$ cat config.mk
export PLATFORM = sky130hd
export DESIGN_NAME = game_control_n_flat
export DESIGN_NICKNAME = d
export VERILOG_FILES = /design/src/rtl/game_control_n_if.sv /design/src/rtl/game_control_n.sv /design/src/flat_wrapper.sv
export SDC_FILE = /design/constraint.sdc
export NUM_CORES = 1
export LEC_CHECK = 0
export BUFFER_PORTS_ARGS = -buffer_cell sky130_fd_sc_hd__buf_4
export CORE_MARGIN = 1
export CORE_UTILIZATION = 52
export DETAILED_ROUTE_END_ITERATION = 6
export GPL_TIMING_DRIVEN = 0
export HOLD_SLACK_MARGIN = 0.03
export PLACE_DENSITY = 0.79
export SLEW_MARGIN = 20
export SYNTH_ARGS = -nofsm -noshare
export SYNTH_HDL_FRONTEND = slang
export SYNTH_SLANG_ARGS = --single-unit
$ cat constraint.sdc
create_clock -name clk -period 3.3 [get_ports clk]
set_clock_uncertainty 0.15 [all_clocks]
set_input_delay 0.33 -clock clk [delete_from_list [all_inputs] [get_ports clk]]
set_output_delay 0.33 -clock clk [all_outputs]
set_load 0.02 [all_outputs]
$ cat src/rtl/game_control_n_if.sv
// Game controller port bundle: player/datapath inputs and
// datapath control outputs, with controller/datapath views.
interface game_control_n_if #(
    parameter int IDX_W = 2
);
    logic             load;
    logic             new_game;
    logic             exact_match;
    logic             load_code;
    logic             load_guess;
    logic [IDX_W-1:0] peg_sel;
    logic             compare;
    logic [IDX_W-1:0] compare_i;
    logic             result_done;
    logic [3:0]       round;
    logic             win;
    logic             lose;

    modport master (
        input  load,
        input  new_game,
        input  exact_match,
        output load_code,
        output load_guess,
        output peg_sel,
        output compare,
        output compare_i,
        output result_done,
        output round,
        output win,
        output lose
    );

    modport slave (
        output load,
        output new_game,
        output exact_match,
        input  load_code,
        input  load_guess,
        input  peg_sel,
        input  compare,
        input  compare_i,
        input  result_done,
        input  round,
        input  win,
        input  lose
    );
endinterface

$ cat src/rtl/game_control_n.sv
// Code-breaking game controller FSM with registered Moore outputs.
// Define ROUND_LIMIT_EN to end the game after MAX_ROUNDS misses.
module game_control_n #(
    parameter int NUM_PEGS   = 4,
    parameter int MAX_ROUNDS = 10
) (
    input logic              clk,
    input logic              resetn,
    game_control_n_if.master bus
);
    localparam int IDX_W =
        (NUM_PEGS > 2) ? $clog2(NUM_PEGS) : 1;
    localparam int RND_W = 4;
    localparam logic [IDX_W-1:0] LAST =
        IDX_W'(NUM_PEGS - 1);
    localparam logic [RND_W-1:0] RLAST =
        RND_W'(MAX_ROUNDS - 1);
`ifdef ROUND_LIMIT_EN
    localparam bit LIMIT_EN = 1'b1;
`else
    localparam bit LIMIT_EN = 1'b0;
`endif

    typedef enum logic [2:0] {
        S_LOAD_CODE,
        S_LOAD_CODE_WAIT,
        S_GUESS,
        S_GUESS_WAIT,
        S_COMPARE,
        S_CHECK,
        S_WIN,
        S_LOSE
    } state_t;

    state_t           state, state_d;
    logic [IDX_W-1:0] peg_cnt, peg_d;
    logic [IDX_W-1:0] cmp_cnt, cmp_d;
    logic [RND_W-1:0] round_q, rnd_d;

    logic             load_code_q;
    logic             load_guess_q;
    logic [IDX_W-1:0] peg_sel_q;
    logic             compare_q;
    logic [IDX_W-1:0] compare_i_q;
    logic             result_done_q;
    logic             win_q;
    logic             lose_q;
    logic             limit_hit;

    assign limit_hit = LIMIT_EN && (round_q >= RLAST);

    always_comb begin
        state_d = state;
        peg_d   = peg_cnt;
        cmp_d   = cmp_cnt;
        rnd_d   = round_q;
        if (bus.new_game) begin
            state_d = S_LOAD_CODE;
            peg_d   = '0;
            cmp_d   = '0;
            rnd_d   = '0;
        end else begin
            unique case (state)
                S_LOAD_CODE:
                    if (bus.load) state_d = S_LOAD_CODE_WAIT;
                S_LOAD_CODE_WAIT:
                    if (!bus.load) begin
                        if (peg_cnt == LAST) begin
                            peg_d   = '0;
                            state_d = S_GUESS;
                        end else begin
                            peg_d   = peg_cnt + IDX_W'(1);
                            state_d = S_LOAD_CODE;
                        end
                    end
                S_GUESS:
                    if (bus.load) state_d = S_GUESS_WAIT;
                S_GUESS_WAIT:
                    if (!bus.load) begin
                        if (peg_cnt == LAST) begin
                            peg_d   = '0;
                            cmp_d   = '0;
                            state_d = S_COMPARE;
                        end else begin
                            peg_d   = peg_cnt + IDX_W'(1);
                            state_d = S_GUESS;
                        end
                    end
                S_COMPARE:
                    if (cmp_cnt == LAST) state_d = S_CHECK;
                    else cmp_d = cmp_cnt + IDX_W'(1);
                S_CHECK:
                    if (bus.exact_match) begin
                        state_d = S_WIN;
                    end else if (limit_hit) begin
                        state_d = S_LOSE;
                    end else begin
                        // round sticks at 15 rather than wrapping
                        if (round_q != '1)
                            rnd_d = round_q + RND_W'(1);
                        peg_d   = '0;
                        state_d = S_GUESS;
                    end
                S_WIN:  state_d = S_WIN;
                S_LOSE: state_d = S_LOSE;
                default: state_d = S_LOAD_CODE;
            endcase
        end
    end

    // Outputs are decoded from the next state so they line up
    // with the registered state in the same cycle.
    always_ff @(posedge clk or negedge resetn) begin
        if (!resetn) begin
            state         <= S_LOAD_CODE;
            peg_cnt       <= '0;
            cmp_cnt       <= '0;
            round_q       <= '0;
            load_code_q   <= 1'b1;
            load_guess_q  <= 1'b0;
            peg_sel_q     <= '0;
            compare_q     <= 1'b0;
            compare_i_q   <= '0;
            result_done_q <= 1'b0;
            win_q         <= 1'b0;
            lose_q        <= 1'b0;
        end else begin
            state         <= state_d;
            peg_cnt       <= peg_d;
            cmp_cnt       <= cmp_d;
            round_q       <= rnd_d;
            load_code_q   <= (state_d == S_LOAD_CODE);
            load_guess_q  <= (state_d == S_GUESS);
            peg_sel_q     <= (state_d == S_LOAD_CODE ||
                              state_d == S_GUESS) ? peg_d : '0;
            compare_q     <= (state_d == S_COMPARE);
            compare_i_q   <= (state_d == S_COMPARE) ? cmp_d : '0;
            result_done_q <= (state_d == S_COMPARE) &&
                             (cmp_d == LAST);
            win_q         <= (state_d == S_WIN);
            lose_q        <= LIMIT_EN && (state_d == S_LOSE);
        end
    end

    assign bus.load_code   = load_code_q;
    assign bus.load_guess  = load_guess_q;
    assign bus.peg_sel     = peg_sel_q;
    assign bus.compare     = compare_q;
    assign bus.compare_i   = compare_i_q;
    assign bus.result_done = result_done_q;
    assign bus.round       = round_q;
    assign bus.win         = win_q;
    assign bus.lose        = lose_q;
endmodule

$ cat src/flat_wrapper.sv
// flat-port wrapper written by rule: the top's interface ports become plain ports
module game_control_n_flat 
#(
    parameter int NUM_PEGS   = 4,
    parameter int MAX_ROUNDS = 10
)
  (clk, resetn, bus_load, bus_new_game, bus_exact_match, bus_load_code, bus_load_guess, bus_peg_sel, bus_compare, bus_compare_i, bus_result_done, bus_round, bus_win, bus_lose);
  game_control_n_if #(.IDX_W((2))) bus_i ();
  input logic clk;
  input logic resetn;
  input wire logic [$bits(bus_i.load)-1:0] bus_load;
  input wire logic [$bits(bus_i.new_game)-1:0] bus_new_game;
  input wire logic [$bits(bus_i.exact_match)-1:0] bus_exact_match;
  output wire logic [$bits(bus_i.load_code)-1:0] bus_load_code;
  output wire logic [$bits(bus_i.load_guess)-1:0] bus_load_guess;
  output wire logic [$bits(bus_i.peg_sel)-1:0] bus_peg_sel;
  output wire logic [$bits(bus_i.compare)-1:0] bus_compare;
  output wire logic [$bits(bus_i.compare_i)-1:0] bus_compare_i;
  output wire logic [$bits(bus_i.result_done)-1:0] bus_result_done;
  output wire logic [$bits(bus_i.round)-1:0] bus_round;
  output wire logic [$bits(bus_i.win)-1:0] bus_win;
  output wire logic [$bits(bus_i.lose)-1:0] bus_lose;
  assign bus_i.load = bus_load;
  assign bus_i.new_game = bus_new_game;
  assign bus_i.exact_match = bus_exact_match;
  assign bus_load_code = bus_i.load_code;
  assign bus_load_guess = bus_i.load_guess;
  assign bus_peg_sel = bus_i.peg_sel;
  assign bus_compare = bus_i.compare;
  assign bus_compare_i = bus_i.compare_i;
  assign bus_result_done = bus_i.result_done;
  assign bus_round = bus_i.round;
  assign bus_win = bus_i.win;
  assign bus_lose = bus_i.lose;
  game_control_n #(.NUM_PEGS(NUM_PEGS), .MAX_ROUNDS(MAX_ROUNDS)) u_core (.clk(clk), .resetn(resetn), .bus(bus_i));
endmodule
==> run metrics, run 1 <==
DP Wirelength=1300 um; fin util=68.4%; Post-synth ARST share=100%; crit path time final=1.97 ns; die width=45.9 um; Final Hold Viols=0; M1 GR Usage=25.1%; H-tree depth=1; met3 Usage GRT=2.38%; Initial DRC Count=9; die area=0.00210 mm^2; Top FF cell, synth=dfrtp_1; n_diodes=0; Max Cap Violations=0; PD cells=355 mW/mm^2; HP Start=bus_new_game; Slew HR=65.8%; post-synth cell types=38; Synth top area share=47.5%; via/cell ratio=5.37; number of global-route vias before repair=651; area delta synth->final=20.5%; Seq/Total Area, Yosys=50.1%; synthesized area=0.00100 mm^2; post-CTS setup buffers=0; Reg clk slew, reported paths=0.11 ns; ANT nets after route=0; first-pass iteration count of the detailed router=4; Core ar.=0.00176 mm^2; grt total ovfl=0; RR Startpoint=u_core.peg_cnt[0]; peak supply drop=0.331 mV; GR Util met2=31.0%; Synth area leader=dfrtp_1; Overall Global Routing Usage=20.0%; TritonCTS clock tree=done; share of cells above drive strength 1=30.7%; actual transition at the worst max-transition pin=0.508 ns; Post-synth top cells=19 x dfrtp_1, 10 x nor2_1, 5 x a21oi_1, 5 x o21ai_0; largest cells by area after synthesis=dfrtp_1 48%, ha_1 3.8%, nor2_1 3.8%; DIE HEIGHT=45.9 um; worst endpoint data arrival time=2.03 ns; crit start category=flip-flop; std cell rows=15; static leakage=0.584 nW; setup_tns=0 ns; # clock sinks=20; DRC=0; largest net degree at the start of global routing=21; Placement Cell Area=0.00116 mm^2; syn_nets=100; Final Cycle Share=59.6%; IO Count=19; DR WL/cell=12.8 um; max-slew violations=0; port buffer count=17; Seq cells post-synth=20; final WL=1780 um; Post-synth EDFFs=0; Layout Nets=123; clock buffer count from CTS=3; RSZ-0062 raised after global routing=false; worst setup path class=flip-flop to flip-flop; via count=746; root buffer cell=clkbuf_4; first-pass GRT wire length=2820 um; fin area=0.00121 mm^2; Syn. warnings=0; GPL Wtd Cong=0.850; synthesized area per cell=10.9 um^2; Worst-Skew Late Latency=0.31 ns; initial antenna violation count=0; Post-Synthesis Cells=92; Worst setup EP type=flip-flop; Critical Path RT=3.37 ns; Longest Clk Path Bufs=2; Initial Utilization=56.7%; CP max FO=5; most numerous cell in the Yosys netlist=dfrtp_1; Crit. Startpoint=u_core.peg_cnt[0]; Peak Freq=509 MHz; outcome=finished, final reports clean; HP Class=primary input to flip-flop; gr busiest metal=met2; Setup Viol. Count Final=0
==> area by class of cell <==
class	count	area (um^2)
repair buffers	18	138
clock buffers	4	36.3
multi-input cells	64	445
inverters	3	11.3
well taps	25	31.3
plain buffers	5	42.5
fillers	158	558
flip-flops and latches	20	502
==> critical path: stages (launching register included) <==
cell and delay (ns):
dfrtp_1 0.45, ha_1 0.18, nand4b_1 0.20, o221ai_2 0.24, nor4b_2 0.39, nor4b_4 0.26
==> state kept, by name (all words and copies together), names as in the netlist <==
| register | count |
|---|---|
| u_core.bus.compare | 1 |
| u_core.bus.compare_i | 2 |
| u_core.bus.load_code | 1 |
| u_core.bus.load_guess | 1 |
| u_core.bus.peg_sel | 2 |
| u_core.bus.result_done | 1 |
| u_core.bus.round | 4 |
| u_core.bus.win | 1 |
| u_core.cmp_cnt | 2 |
| u_core.peg_cnt | 2 |
| u_core.state | 3 |
==> placed cells by master, fill, tap and decap left out, types with 2 or more instances in the layout <==
| cell type | count |
|---|---|
| a21oi_1 | 5 |
| xor2_1 | 3 |
| nand3_1 | 3 |
| and2_2 | 3 |
| clkbuf_4 | 3 |
| nor3_1 | 3 |
| buf_6 | 2 |
| nand2_1 | 3 |
| buf_4 | 19 |
| nor2_1 | 10 |
| dfrtp_1 | 19 |
| o21ai_0 | 5 |
| inv_1 | 3 |
| nor3b_1 | 3 |
| ha_1 | 3 |
| nand4_1 | 2 |
==> through the flow <==
stage	std cells	setup slack, ns	hold WS [ns]	power (mW)
after floorplan	92	1.61	-0.116	0.273
after global placement	134	1.44	0.0649	0.288
after detailed placement	134	1.38	0.0736	0.289
after CTS	139	1.34	0.0650	0.429
after global routing	139	1.22	0.0680	0.443
final	139	1.33	0.0757	0.428
==> cells by family (layout without fill, tap and decap cells) <==
kind of cell    after synthesis  in the layout  synth area share, %
simple gates                 40             40                 26.4
flops                        20             20                 50.1
compound gates               16             16                 10.4
buf+inv                       8             30                 5.37
fa+ha+maj                     3              3                 3.75
xor+xnor                      3              3                 2.63
other cells                   1              1                0.375
mux                           1              1                 1.00
==> path summary, 6_finish.rpt <==
check	end	slack, ns	cells past startpoint
worst max register to register	u_core.bus.result_done	1.33	5
worst max-delay path	u_core.bus.result_done	1.33	5
max in group asynchronous	u_core.bus.load_code	2.47	2
worst min-delay path	u_core.cmp_cnt[1]	0.08	2
worst min register to register	u_core.bus.round[3]	0.44	2
min in group asynchronous	u_core.bus.round[0]	0.27	2
==> routing by layer <==
layer | share of wire, % | vias up
met1 | 46 | 354
met2 | 47 | 20
met3 | 3.8 | 4
met5 | 0 | -
li1 | - | 368
met4 | 3.0 | 0
==> repair_timing <==
action / in CTS / in global routing
hold buffers: 1 / 0
endpoints found under the hold margin: 20 / 0
resized for setup: 0 / 0
==> where the power goes <==
part	total [mW]	switching, mW	internal [mW]
combinational	0.0332	0.0197	0.0135
sequential	0.252	0.00293	0.249
clock	0.144	0.0762	0.0674
total	0.428	0.0988	0.329
(Power assumes the default switching activity.)
==> run 2: changes to the inputs <==
--- a/config.mk
+++ b/config.mk
@@ -5,6 +5,7 @@
 export SDC_FILE = /design/constraint.sdc
 export NUM_CORES = 1
 export LEC_CHECK = 0
+export ABC_AREA = 1
 export BUFFER_PORTS_ARGS = -buffer_cell sky130_fd_sc_hd__buf_4
 export CORE_MARGIN = 1
 export CORE_UTILIZATION = 52
==> constraint.sdc (replaced) <==
create_clock -name clk -period 1.9 [get_ports clk]
set_clock_uncertainty 0.15 [all_clocks]
set_input_delay 0.19 -clock clk [delete_from_list [all_inputs] [get_ports clk]]
set_output_delay 0.19 -clock clk [all_outputs]
set_load 0.02 [all_outputs]
==> run 2 against run 1 <==
Critical path depth rose by 3. Hold slack improved by 0.059 ns. Synthesized cell count grew 28%. Global-route usage fell by 0.36 points. Combinational power rose by 130%. Highest routed layer unchanged.
==> run metrics, run 2 <==
outcome=finished, final reports clean; Setup Viol. Count Final=0 (unchanged); Final Hold Viols=0 (unchanged); peak supply drop=0.462 mV (+40%); max-slew violations=0 (unchanged); root buffer cell=clkbuf_4; area delta synth->final=23.8%; Syn. warnings=0 (unchanged); Top FF cell, synth=dfrtp_1; Reg2Reg Setup Slack=0.29 ns (-1.05 ns); Reg clk slew, reported paths=0.11 ns (about the same); std cell rows=15 (unchanged); grt total ovfl=0 (unchanged); Initial Utilization=55.6% (-1.1 points); CP max FO=4 (-1); Synth area leader=dfrtp_1; Worst setup EP type=flip-flop; post-synth cell types=23 (-39%); n_diodes=0 (unchanged); DRC=0 (unchanged); die width=45.2 um (-1.4%); Critical R2R Capture=u_core.bus.peg_sel[0]; RSZ-0062 raised after global routing=false; static leakage=0.672 nW (+15%); worst setup path class=flip-flop to flip-flop; Final Cycle Share=84.8% (+25 points); Core ar.=0.00175 mm^2 (-1.1%); DR WL/cell=10.7 um (-16%); IO Count=19 (unchanged); H-tree depth=1 (unchanged); Seq cells post-synth=20 (unchanged); Post-synth ARST share=100% (unchanged); via count=809 (+8.4%); Register Area=502 um^2 (unchanged); DP Wirelength=1280 um (-1.1%); GPL Wtd Cong=0.924 (+8.7%); Placement Cell Area=0.00113 mm^2 (-2.6%); die area=0.00204 mm^2 (-2.9%); Peak Freq=621 MHz (+22%); number of global-route vias before repair=651 (unchanged); Post-synth EDFFs=0 (unchanged); Post-synth top cells=24 x nand2_1, 19 x dfrtp_1, 18 x inv_1; synthesized area per cell=8.23 um^2 (-24%); # clock sinks=20 (unchanged); max reg flops=4 (unchanged); Max Cap Violations=0 (unchanged); first-pass GRT wire length=2720 um (-3.4%); Overall Global Routing Usage=19.6% (-0.36 points); share of cells above drive strength 1=22.0% (-8.7 points); setup_tns=0 ns (unchanged); crit start category=flip-flop; RR Startpoint=u_core.peg_cnt[0]; DIE HEIGHT=45.2 um (-1.4%); Synth top area share=49.0% (+1.5 points); commonest non-fill, non-tap cell in the layout=nand2_1; fin area=0.00120 mm^2 (-0.31%); largest cells by area after synthesis=dfrtp_1 49%, nand2_1 9.3%, inv_1 7.0%; Initial DRC Count=30 (+21); via/cell ratio=4.87 (-9.2%); final WL=1780 um (-0.28%); Critical Path RT=1.98 ns (-1.39 ns); Post-Synthesis Cells=118 (+28%); syn_nets=126 (+26%); worst endpoint data arrival time=1.69 ns (-0.34 ns); Longest Clk Path Bufs=2 (unchanged); Worst-Skew Late Latency=0.30 ns (about the same); commonest non-fill, non-tap cells in the layout=24 x nand2_1, 19 x buf_4, 19 x dfrtp_1; clock buffer count from CTS=3 (unchanged); port buffer count=17 (unchanged); Layout Nets=150 (+22%); HP Class=primary input to async pin; Seq/Total Area, Yosys=51.7% (+1.6 points); R2R cell count=8 (+3); synthesized area=971 um^2 (-3.0%); initial antenna violation count=0 (unchanged); fillers=143 (-9.5%); ANT nets after route=0 (unchanged); largest net degree at the start of global routing=21 (unchanged); TritonCTS clock tree=done; area occupied by multi-input gates=375 um^2 (-16%); most numerous cell in the Yosys netlist=nand2_1; crit path time final=1.61 ns (-0.355 ns); first-pass iteration count of the detailed router=4 (unchanged); PD cells=715 mW/mm^2 (+100%)
## run 2: changes by cell type after synthesis, sizes merged, moves of 3 or more
cell / change
nor3b: -3
buf: -3
inv: +17
nand2: +22
nand3: +6
xor2: -3
nor2: +9
## run 2: worst max-delay path, stage by stage, from the launching register on
cell	delay, ns
dfrtp_1	0.44
ha_1	0.24
nand3_1	0.08
nand2_1	0.05
nand2_1	0.06
nand2_1	0.06
nand2_1	0.13
nand3_1	0.14
a21oi_1	0.17
## run 2: layout make-up
cell class,count,share of cell area [%]
Clock inverter,1,2.50
Tap cell,25,2.60
Multi-Input combinational cell,75,31.2
Sequential cell,20,41.7
Clock buffer,3,1.87
Timing Repair Buffer,19,12.3
Inverter,21,6.56
Buffer,2,1.25
## run 2: layer usage
layer	wire, um	vias to the layer above	global-route usage, %
met3	101	6	4.80
li1	-	409	-
met4	48	0	10.9
met1	757	363	23.2
met5	0	-	0
met2	871	31	32.5
## run 2: kinds of logic (layout without fill, tap and decap cells)
logic type | Yosys count | after routing | synth area share [%]
compound gates | 12 | 12 | 6.70
xor+xnor | 1 | 1 | 0.902
fa+ha+maj | 3 | 3 | 3.87
buf+inv | 23 | 46 | 9.66
flops | 20 | 20 | 51.7
other cells | 1 | 1 | 0.386
simple gates | 58 | 58 | 26.8
## run 2: through the flow
stage / setup slack (ns) / hold slack [ns] / instances / utilization (%) / power (mW)
2_1_floorplan: 0.386 / -0.256 / 118 / - / 0.493
3_3_place_gp: 0.357 / -0.0747 / 160 / 64.7 / 0.522
3_5_place_dp: 0.341 / -0.0713 / 160 / 64.7 / 0.524
4_1_cts: 0.306 / 0.127 / 166 / 68.9 / 0.869
5_1_grt: 0.179 / 0.152 / 166 / 68.9 / 0.891
6_report: 0.289 / 0.135 / 166 / 68.9 / 0.859
## run 2: timing repair
| item | 4_1_cts | 5_1_grt |
|---|---|---|
| gates resized for setup | 0 | 0 |
| endpoints found under the hold margin | 21 | 0 |
| buffers inserted | 0 | 0 |
| hold buffers | 2 | 0 |
## run 2: where the power goes
part,internal (mW),switching (mW),total (mW)
sequential,0.436,0.00652,0.442
combinational,0.0284,0.0486,0.0770
clock,0.213,0.127,0.340
## run 2: how the worst max path moves through the flow
stage	start	end	slack (ns)
detailed placement	u_core.peg_cnt[0]	u_core.bus.peg_sel[0]	0.34
global placement	u_core.peg_cnt[0]	u_core.bus.peg_sel[0]	0.36
finish	u_core.peg_cnt[0]	u_core.bus.peg_sel[0]	0.29
global route	u_core.peg_cnt[0]	u_core.bus.peg_sel[0]	0.18
floorplan	u_core.bus.round[0]	u_core.bus.round[3]	0.39
CTS	u_core.peg_cnt[0]	u_core.bus.peg_sel[0]	0.31
==> run 3: changes to the inputs <==
--- a/config.mk
+++ b/config.mk
@@ -5,14 +5,14 @@
 export SDC_FILE = /design/constraint.sdc
 export NUM_CORES = 1
 export LEC_CHECK = 0
-export ABC_AREA = 1
+export ABC_AREA = 0
 export BUFFER_PORTS_ARGS = -buffer_cell sky130_fd_sc_hd__buf_4
 export CORE_MARGIN = 1
-export CORE_UTILIZATION = 52
+export CORE_UTILIZATION = 48
 export DETAILED_ROUTE_END_ITERATION = 6
 export GPL_TIMING_DRIVEN = 0
 export HOLD_SLACK_MARGIN = 0.03
-export PLACE_DENSITY = 0.79
+export PLACE_DENSITY = 0.76
 export SLEW_MARGIN = 20
 export SYNTH_ARGS = -nofsm -noshare
 export SYNTH_HDL_FRONTEND = slang
==> constraint.sdc (replaced) <==
create_clock -name clk -period 1.3 [get_ports clk]
set_clock_uncertainty 0.15 [all_clocks]
set_input_delay 0.13 -clock clk [delete_from_list [all_inputs] [get_ports clk]]
set_output_delay 0.13 -clock clk [all_outputs]
set_load 0.02 [all_outputs]
==> run 3 against run 2 <==
The run now ends with negative setup slack left. Design area increased by 21%. Total power increased by 46%. Via count decreased by 4.2%. First-iteration DRC count decreased by 97%. Wire length increased by 14%. Non-clock buffer count increased by 13. Largest power group unchanged.
==> run metrics, run 3 (synthesis results as in run 1) <==
Longest Clk Path Bufs=2 (unchanged); DR WL/cell=13.4 um (+25%); peak supply drop=0.716 mV (+55%); crit path time final=1.75 ns (+0.141 ns); grt total ovfl=0 (unchanged); RR Startpoint=u_core.peg_cnt[0]; Final Cycle Share=135% (+50 points); GPL Wtd Cong=0.822 (-11%); max-slew violations=0 (unchanged); most frequent CP cell=nor4b_4; Cells after DPL=136 (-15%); largest net degree at the start of global routing=21 (unchanged); clock buffer count from CTS=3 (unchanged); Setup Viol. Count Final=20 (+20); share of cells above drive strength 1=55.2% (+33 points); fillers=144 (+0.70%); crit-path max cell delay=0.44 ns (about the same); commonest non-fill, non-tap cell in the layout=buf_4; Critical Path RT=1.38 ns (-0.60 ns); setup_tns=-4.85 ns (-4.85 ns); Final Hold Viols=0 (unchanged); Critical R2R Capture=u_core.bus.result_done; Core ar.=0.00196 mm^2 (+12%); static leakage=0.662 nW (-1.5%); critical path's slowest cell=dfrtp_1; Crit. Startpoint=u_core.peg_cnt[0]; worst setup path class=flip-flop to flip-flop; setup slack after layout=-0.452 ns (-0.741 ns); final WL=2040 um (+14%); via count=775 (-4.2%); R2R cell count=5 (-3); number of global-route vias before repair=705 (+8.3%); DP Wirelength=1370 um (+6.6%); Worst setup EP type=flip-flop; HP Class=primary input to async pin; crit path cell chain=ha_2 -> nand4b_1 -> o221ai_2 -> nor4b_4 -> nor4b_4; via/cell ratio=5.10 (+4.6%); Peak Freq=571 MHz (-8.1%); Reg clk slew, reported paths=0.12 ns (about the same); std cell rows=16 (+1); DIE HEIGHT=47.7 um (+5.4%); Worst-Skew Late Latency=0.30 ns (about the same); PD cells=859 mW/mm^2 (+20%); area delta synth->final=45.6%; IO Count=19 (unchanged); TritonCTS clock tree=done; first-pass iteration count of the detailed router=4 (unchanged); Overall Global Routing Usage=21.0% (+1.4 points); Max Cap Violations=0 (unchanged); failing checks=negative setup slack; # clock sinks=20 (unchanged); total power draw=1.25 mW (+46%); DRC=0 (unchanged); H-tree depth=1 (unchanged); initial antenna violation count=0 (unchanged); Post-Layout Cell Count=152 (-8.4%); max reg flops=4 (unchanged); first-pass GRT wire length=3180 um (+17%); Layout Nets=134 (-11%); RSZ-0062 raised after global routing=true; die width=47.7 um (+5.4%); die area=0.00227 mm^2 (+11%); worst endpoint data arrival time=1.83 ns (+0.14 ns); n_diodes=0 (unchanged); CP max FO=5 (+1); root buffer cell=clkbuf_4; outcome=complete, but fails checks; Reg2Reg Setup Slack=-0.45 ns (-0.74 ns); Initial DRC Count=1 (-97%); crit start category=flip-flop; ANT nets after route=0 (unchanged); Initial Utilization=51.0% (-4.6 points); port buffer count=17 (unchanged); Hold Slack=0.0606 ns (-0.0745 ns); commonest non-fill, non-tap cells in the layout=26 x buf_4, 16 x dfrtp_1, 8 x nor2_1
[run 3: layout make-up]
class                           instances  area [um^2]  share of cell area, %
Multi-Input combinational cell         64          584                   40.1
Sequential cell                        20          505                   34.7
Timing Repair Buffer                   29          224                   15.4
Buffer                                  5         46.3                   3.18
Tap cell                               27         33.8                   2.32
Clock inverter                          1         30.0                   2.06
Clock buffer                            3         22.5                   1.55
Inverter                                3         11.3                  0.773
[run 3: what timing repair did]
item                       in CTS  in global routing
setup endpoints to repair      20                 20
hold buffers                    2                  0
pin swaps                       6                 10
setup buffers                   8                  2
hold endpoints to repair       25                  0
resized for setup              11                  6
[run 3: how the worst max path moves through the flow]
stage                        endpoint  slack, ns
3_5_place_dp   u_core.bus.result_done      -0.49
3_3_place_gp   u_core.bus.result_done      -0.47
6_report       u_core.bus.result_done      -0.45
4_1_cts        u_core.bus.result_done      -0.47
5_1_grt        u_core.bus.result_done      -0.54
2_1_floorplan  u_core.bus.result_done      -0.30
[run 3: power breakdown]
part	internal, mW	total [mW]	switching [mW]
registers	0.631	0.638	0.00715
logic	0.0420	0.102	0.0605
clock network	0.312	0.512	0.200
total	0.985	1.25	0.268
[run 3: critical path: cells and delay by family (launching register included)]
| kind | cells | cell delay, ns |
|---|---|---|
| adder cells (fa/ha/maj) | 1 | 0.19 |
| AND/OR/NAND/NOR | 3 | 0.68 |
| flip-flops | 1 | 0.44 |
| AO/OA/AOI/OAI | 1 | 0.22 |
[run 3: per-stage QoR]
step | setup slack (ns) | utilization [%] | instance area, um^2
6_report | -0.452 | 74.3 | 1460
4_1_cts | -0.465 | 72.1 | 1410
2_1_floorplan | -0.298 | - | 1080
5_1_grt | -0.537 | 74.3 | 1460
3_5_place_dp | -0.495 | 63.3 | 1240
3_3_place_gp | -0.465 | 63.3 | 1240
[run 3: routing by layer]
| layer | share of wire, % | global-route usage [%] |
|---|---|---|
| met5 | 0 | 0 |
| met4 | 1.0 | 10.0 |
| met3 | 2.0 | 3.40 |
| met2 | 53 | 34.5 |
| met1 | 44 | 27.1 |
